--- src/rtl/ct_mat_lsu_row_seq.sv ---
// ct_mat_lsu_row_seq
//   Matrix load/store row sequencer. Captures one matrix memory instruction
//   from the issue pipe, emits one memory request per row (base + row*stride,
//   built incrementally), then signals completion on the completion bus for
//   exactly one cycle.
//
//   Optional feature: define MAT_LSU_PERF_CNT_EN to add the 32-bit saturating
//   request stall counter and its output port mat_lsu_stall_cnt.
module ct_mat_lsu_row_seq #(
    parameter int ADDR_WIDTH = 64,
    parameter int CNT_WIDTH  = 8,
    parameter int IID_WIDTH  = 7
) (
    input  logic                  forever_cpuclk,
    input  logic                  cpurst_b,
    input  logic                  cp0_mat_icg_en,
    input  logic                  cp0_yy_clk_en,
    input  logic                  pad_yy_icg_scan_en,
    input  logic                  rtu_yy_xx_flush,
    input  logic                  idu_mat_rf_lsu_sel,
    input  logic                  idu_mat_rf_lsu_gateclk_sel,
    input  logic [IID_WIDTH-1:0]  idu_mat_rf_pipe8_iid,
    input  logic [15:0]           idu_mat_rf_pipe8_lsu_meta,
    input  logic [ADDR_WIDTH-1:0] idu_mat_rf_pipe8_lsu_src0,
    input  logic                  idu_mat_rf_pipe8_lsu_src1_vld,
    input  logic [ADDR_WIDTH-1:0] idu_mat_rf_pipe8_lsu_src1,
    input  logic [15:0]           x_sizeK,
    input  logic [7:0]            x_sizeM,
    output logic                  mat_lsu_idu_rdy,
    output logic                  mat_lsu_req_vld,
    input  logic                  lsu_mat_req_rdy,
    output logic [ADDR_WIDTH-1:0] mat_lsu_req_addr,
    output logic [1:0]            mat_lsu_req_op,
    output logic [2:0]            mat_lsu_req_mreg,
    output logic [1:0]            mat_lsu_req_width,
    output logic [CNT_WIDTH-1:0]  mat_lsu_req_row,
    output logic                  mat_lsu_req_last,
    output logic                  mat_lsu_cbus_ex1_pipe8_sel,
    output logic [IID_WIDTH-1:0]  mat_lsu_cbus_ex1_pipe8_iid
`ifdef MAT_LSU_PERF_CNT_EN
    ,
    output logic [31:0]           mat_lsu_stall_cnt
`endif
);

    typedef enum logic [1:0] {
        IDLE  = 2'd0,
        ISSUE = 2'd1,
        DONE  = 2'd2
    } state_t;

    state_t                  state_reg;
    logic [IID_WIDTH-1:0]    iid_reg;
    logic [1:0]              op_reg;
    logic [2:0]              mreg_reg;
    logic [1:0]              width_reg;
    logic [ADDR_WIDTH-1:0]   addr_reg;
    logic [ADDR_WIDTH-1:0]   stride_reg;
    logic [CNT_WIDTH-1:0]    cnt_reg;
    logic [CNT_WIDTH-1:0]    row_reg;

    // Decoded issue-side fields.
    logic [1:0]              meta_op;
    logic [2:0]              meta_dstm_idx;
    logic [2:0]              meta_src2m_idx;
    logic [1:0]              meta_width;
    logic [CNT_WIDTH-1:0]    row_cnt;
    logic [ADDR_WIDTH-1:0]   stride_sel;
    logic                    no_rows;

    logic                    capture;
    logic                    accept;
    logic                    last_row;
    logic                    ctrl_clk_en;
    logic                    data_clk_en;
    logic                    unused_meta;

    assign meta_op        = idu_mat_rf_pipe8_lsu_meta[15:14];
    assign meta_dstm_idx  = idu_mat_rf_pipe8_lsu_meta[12:10];
    assign meta_src2m_idx = idu_mat_rf_pipe8_lsu_meta[8:6];
    assign meta_width     = idu_mat_rf_pipe8_lsu_meta[1:0];
    assign row_cnt        = CNT_WIDTH'(x_sizeM);
    assign stride_sel     = idu_mat_rf_pipe8_lsu_src1_vld ? idu_mat_rf_pipe8_lsu_src1
                                                          : ADDR_WIDTH'(x_sizeK);

    // Reserved ops and zero-row instructions complete without touching memory.
    assign no_rows = (meta_op == 2'b00) || (meta_op == 2'b11) || (row_cnt == '0);

    // Valid/vld qualifier bits and nf fields are not needed for row sequencing.
    assign unused_meta = ^{idu_mat_rf_pipe8_lsu_meta[13], idu_mat_rf_pipe8_lsu_meta[9],
                           idu_mat_rf_pipe8_lsu_meta[5:2], x_sizeM};

    assign capture  = (state_reg == IDLE) && idu_mat_rf_lsu_sel && !rtu_yy_xx_flush;
    assign accept   = (state_reg == ISSUE) && lsu_mat_req_rdy;
    assign last_row = (row_reg == (cnt_reg - CNT_WIDTH'(1)));

    // Clock-gate enables, modelled as register enables: global enable qualifies
    // the local/module enables, and scan forces the clock on.
    assign ctrl_clk_en = (cp0_yy_clk_en && (idu_mat_rf_lsu_gateclk_sel
                                            || (state_reg != IDLE)
                                            || cp0_mat_icg_en))
                         || pad_yy_icg_scan_en;
    assign data_clk_en = (cp0_yy_clk_en && (idu_mat_rf_lsu_gateclk_sel
                                            || (state_reg == ISSUE)
                                            || cp0_mat_icg_en))
                         || pad_yy_icg_scan_en;

    // Control FSM: IDLE -> ISSUE (per-row requests) -> DONE (completion) -> IDLE.
    always_ff @(posedge forever_cpuclk or negedge cpurst_b) begin
        if (!cpurst_b) begin
            state_reg <= IDLE;
        end else if (ctrl_clk_en) begin
            if (rtu_yy_xx_flush) begin
                state_reg <= IDLE;
            end else begin
                case (state_reg)
                    IDLE: begin
                        if (capture) begin
                            state_reg <= no_rows ? DONE : ISSUE;
                        end
                    end
                    ISSUE: begin
                        if (accept && last_row) begin
                            state_reg <= DONE;
                        end
                    end
                    DONE:    state_reg <= IDLE;
                    default: state_reg <= IDLE;
                endcase
            end
        end
    end

    // Instruction capture, then per-row address/row advance on each accepted request.
    always_ff @(posedge forever_cpuclk or negedge cpurst_b) begin
        if (!cpurst_b) begin
            iid_reg    <= '0;
            op_reg     <= '0;
            mreg_reg   <= '0;
            width_reg  <= '0;
            addr_reg   <= '0;
            stride_reg <= '0;
            cnt_reg    <= '0;
            row_reg    <= '0;
        end else if (data_clk_en) begin
            if (capture) begin
                iid_reg    <= idu_mat_rf_pipe8_iid;
                op_reg     <= meta_op;
                mreg_reg   <= (meta_op == 2'b10) ? meta_src2m_idx : meta_dstm_idx;
                width_reg  <= meta_width;
                addr_reg   <= idu_mat_rf_pipe8_lsu_src0;
                stride_reg <= stride_sel;
                cnt_reg    <= row_cnt;
                row_reg    <= '0;
            end else if (accept && !rtu_yy_xx_flush) begin
                row_reg    <= row_reg + CNT_WIDTH'(1);
                addr_reg   <= addr_reg + stride_reg;
            end
        end
    end

`ifdef MAT_LSU_PERF_CNT_EN
    logic [31:0] stall_cnt_reg;

    // Saturating count of cycles where a row request waits on the LSU.
    always_ff @(posedge forever_cpuclk or negedge cpurst_b) begin
        if (!cpurst_b) begin
            stall_cnt_reg <= '0;
        end else if ((state_reg == ISSUE) && !lsu_mat_req_rdy && (stall_cnt_reg != '1)) begin
            stall_cnt_reg <= stall_cnt_reg + 32'd1;
        end
    end

    assign mat_lsu_stall_cnt = stall_cnt_reg;
`endif

    assign mat_lsu_idu_rdy            = (state_reg == IDLE);
    assign mat_lsu_req_vld            = (state_reg == ISSUE);
    assign mat_lsu_req_addr           = addr_reg;
    assign mat_lsu_req_op             = op_reg;
    assign mat_lsu_req_mreg           = mreg_reg;
    assign mat_lsu_req_width          = width_reg;
    assign mat_lsu_req_row            = row_reg;
    assign mat_lsu_req_last           = (state_reg == ISSUE) && last_row;
    assign mat_lsu_cbus_ex1_pipe8_sel = (state_reg == DONE);
    assign mat_lsu_cbus_ex1_pipe8_iid = iid_reg;

endmodule

--- config.mk ---
export PLATFORM = sky130hd
export DESIGN_NAME = ct_mat_lsu_row_seq
export DESIGN_NICKNAME = d
export VERILOG_FILES = /design/src/rtl/ct_mat_lsu_row_seq.sv
export SDC_FILE = /design/constraint.sdc
export NUM_CORES = 1
export LEC_CHECK = 0
export BUFFER_PORTS_ARGS = -buffer_cell sky130_fd_sc_hd__buf_2
export CAP_MARGIN = 20
export CORE_ASPECT_RATIO = 1.75
export CORE_MARGIN = 10
export CORE_UTILIZATION = 49
export DETAILED_ROUTE_END_ITERATION = 7
export GPL_TIMING_DRIVEN = 0
export PLACE_DENSITY = 0.75
export SLEW_MARGIN = 20
export SYNTH_ARGS = -nofsm -noshare
export SYNTH_HDL_FRONTEND = slang
export SYNTH_SLANG_ARGS = --single-unit
--- constraint.sdc ---
create_clock -name forever_cpuclk -period 3 [get_ports forever_cpuclk]
set_input_delay 0 -clock forever_cpuclk [delete_from_list [all_inputs] [get_ports forever_cpuclk]]
set_output_delay 0 -clock forever_cpuclk [all_outputs]
set_load 0.05 [all_outputs]
==> impl_metrics.yaml <==
critical_path:
  path_cells: "ha_4 > fa_2 > a21oi_2 > o211a_1 > or4b_4 > nand3_4 > a31oi_4 > o41ai_4 > buf_4 > a31oi_4 > o31ai_4 > xnor2_1 > a21oi_1"
  arrival_ps: 3450
  max_stage_delay_ps: 520
  crit_top_cell: "a31oi_4"
  required_ps: 3330
  path_class: "reg -> reg"
  path_delay_family: "compound AO/OA/AOI/OAI gates"
  worst_setup_path_end_kind: "register"
  crit_path_start_kind: "register"
  cp_num_buf_inv: 1
  slowest_stage: "or4b_4"
  path_max_fanout: 3
detailed_routing:
  ant_nets: 0
  post-route-drc-count: 0
  wl_mm: 49.1
  avgRoutedWirePerCell_um: 22.8
  via_per_inst: 6.00
  firstDrtPassIters: 6
  wl_met3_mm: 3.15
  met2_length_mm: 25.4
  topRoutingLayerUsed: "met4"
  drtIter0Drc: 920
  wl_met1_mm: 16.2
  vias: 12900
cells_and_area:
  fillerInstances: 1626
  final_common_cell: "buf_2"
  syn2layout_area_growth_pct: 47.2
  final_cell_mix: "buf_2 (267), nand2_1 (260), dlygate4sd3_1 (169), a21oi_1 (130), dfrtp_1 (129)"
  final_nets: 2094
  layout.cells.non_filler: 2154
  post-route-util_pct: 72.7
  multi_input_area_um2: 7230
  drive_gt1_share_pct: 27.3
  regArea_um2: 4040
logic_synthesis:
  async_flop_share_pct: 100
  synth-seq-area-share_pct: 36.9
  synth_edf_count: 0
  syn_avg_cell_area_um2: 8.00
  synthCells: 1357
  yosysUniqueCellTypes: 70
  synth_area_um2: 10900
  synth_nets: 1609
  synth-seq-cells: 160
  ys.flop_type: "dfrtp_1"
  ys_warn_count: 0
global_route:
  antenna_found_initial: 3
  grt_max_degree: 96
  grt_pass1_vias: 13500
  grtUsageTotal_pct: 32.4
  grt_pass1_wl_mm: 73.2
  grt-ovfl-total: 0
floorplan:
  die-area_um2: 28800
  core_area_um2: 22000
  die_x_um: 133
  num_rows: 72
  die_h_um: 217
  boundaryPins: 275
  initial_core_util_pct: 49.4
sta:
  drv_slew: 0
  max_freq_mhz: 320
  hold_violations: 0
  relSlewSlack_pct: 42.5
  skew_ps: 11.2
  rsz0062_at_grt: "true"
  tightestPinTransition_ps: 862
  hold_ws_ps: 21.7
  period_minus_slack_ps: 3120
  setup_violations: 11
  setup_ws_ps: -125
  fin_crit_sh_pct: 104
clock_network:
  cts_buffer_depth: 2
  cts.sinks: 160
  cts.clk_slew.worst_paths_ps: 70
  cts_tree: "done"
  cts_root_buf: "clkbuf_16"
  clock_latency_ps: 470
  cts_buffers: 17
  cts.htree.levels: 4
hold_path:
  holdCritPathClass: "in -> reg"
place:
  pre_cts_ws_ps: -856
  gp_congestion: 0.964
  dpl.hpwl_mm: 32.9
  placed_cells: 1921
  io_buffers: 267
run_status:
  status: "finished, violations left"
  violations: "negative setup slack"
power:
  peakVddDrop_mv: 0.808
  p_per_area_nw_per_um2: 1270
  leakagePower_uw: 0.00747
flow_run:
  cap_violations: 0
worst paths after layout:
check,start,end,depth (start not counted),slack [ps]
worst max-delay path,stride_reg[0],mat_lsu_req_addr[52],13,-120
worst min-delay path,idu_mat_rf_pipe8_lsu_src0[60],mat_lsu_req_addr[60],4,20
worst max register to register,stride_reg[0],mat_lsu_req_addr[52],13,-120
worst min register to register,mat_lsu_cbus_ex1_pipe8_iid[0],mat_lsu_cbus_ex1_pipe8_iid[0],2,470
max in group asynchronous,cpurst_b,mat_lsu_req_addr[14],3,1980
min in group asynchronous,cpurst_b,stride_reg[3],2,80
timing repair:
action	4_1_cts	5_1_grt
buffers inserted	29	20
hold endpoints to repair	215	0
pin swaps	42	38
hold buffers	169	0
cloned	0	0
resized for setup	95	71
setup endpoints to repair	107	78
cell type report:
class                   instances  area share, %
plain buffers                  62           1.57
multi-input cells            1099           45.2
clock buffers                  19           2.83
diodes                          3         0.0470
well taps                     296           2.32
repair buffers                483           21.5
inverters                      19          0.446
flip-flops and latches        160           25.3
clock inverters                13          0.798
synthesized netlist by cell type (3+ instances only):
cell type	instances	share of area [%]
a211oi_1	4	0.28
a21o_1	31	2.1
a21oi_1	150	6.9
a221oi_1	3	0.24
a31oi_1	12	0.69
and3_1	10	0.58
buf_1	9	0.31
clkbuf_1	69	2.4
dfrtp_1	160	37
ha_1	66	7.6
inv_1	19	0.66
mux2i_1	22	2.0
nand2_1	268	9.3
nand2b_1	7	0.40
nand3_1	68	3.1
nand4_1	23	1.3
nor2_1	102	3.5
nor2b_1	6	0.35
nor3_1	20	0.92
nor4_1	7	0.40
o211ai_1	8	0.55
o21a_1	9	0.62
o21ai_0	105	4.8
o21bai_1	10	0.69
o22ai_1	10	0.58
o31a_1	3	0.24
o31ai_1	6	0.41
or2_2	4	0.23
or3_1	20	1.2
or4_1	5	0.35
xnor2_1	37	3.0
xor2_1	34	2.7
per-stage QoR:
stage          setup TNS [ps]  cell area [µm²]  total power [µW]
4_1_cts                 -2520            15500             19000
2_1_floorplan           -5.35            10900             12500
3_3_place_gp          -138980            12600             15400
3_5_place_dp           -41680            12700             15500
5_1_grt                 -1880            16000             21500
6_report                 -755            16000             20400
cell families (layout without fill, tap and decap cells):
kind of cell,after synthesis,count (layout),synth area share (%)
AND/OR/NAND/NOR,553,553,22.6
AO/OA/AOI/OAI,385,385,21.5
flip-flops,160,160,36.9
buffers and inverters,98,596,3.40
XOR/XNOR,71,71,5.73
adder cells (fa/ha/maj),67,67,7.79
multiplexers,23,23,2.13
other,0,3,0
tightest hold or removal path, cell delays in order:
cell	delay [ps]
buf_2	100
or3_1	90
o21ai_0	70
nor3_1	160
metal layers:
layer / vias up / global-route usage [%]
li1: 5802 / -
met1: 6149 / 30.8
met2: 712 / 59.2
met3: 269 / 6.64
met4: 0 / 25.6
met5: - / 0
report_power, final:
group	switching, µW	total [µW]	internal (µW)
combinational	8870	14100	5230
clock	1010	2200	1200
sequential	991	4090	3100
total	10900	20400	9520
Power figures use the tool's default switching activity.
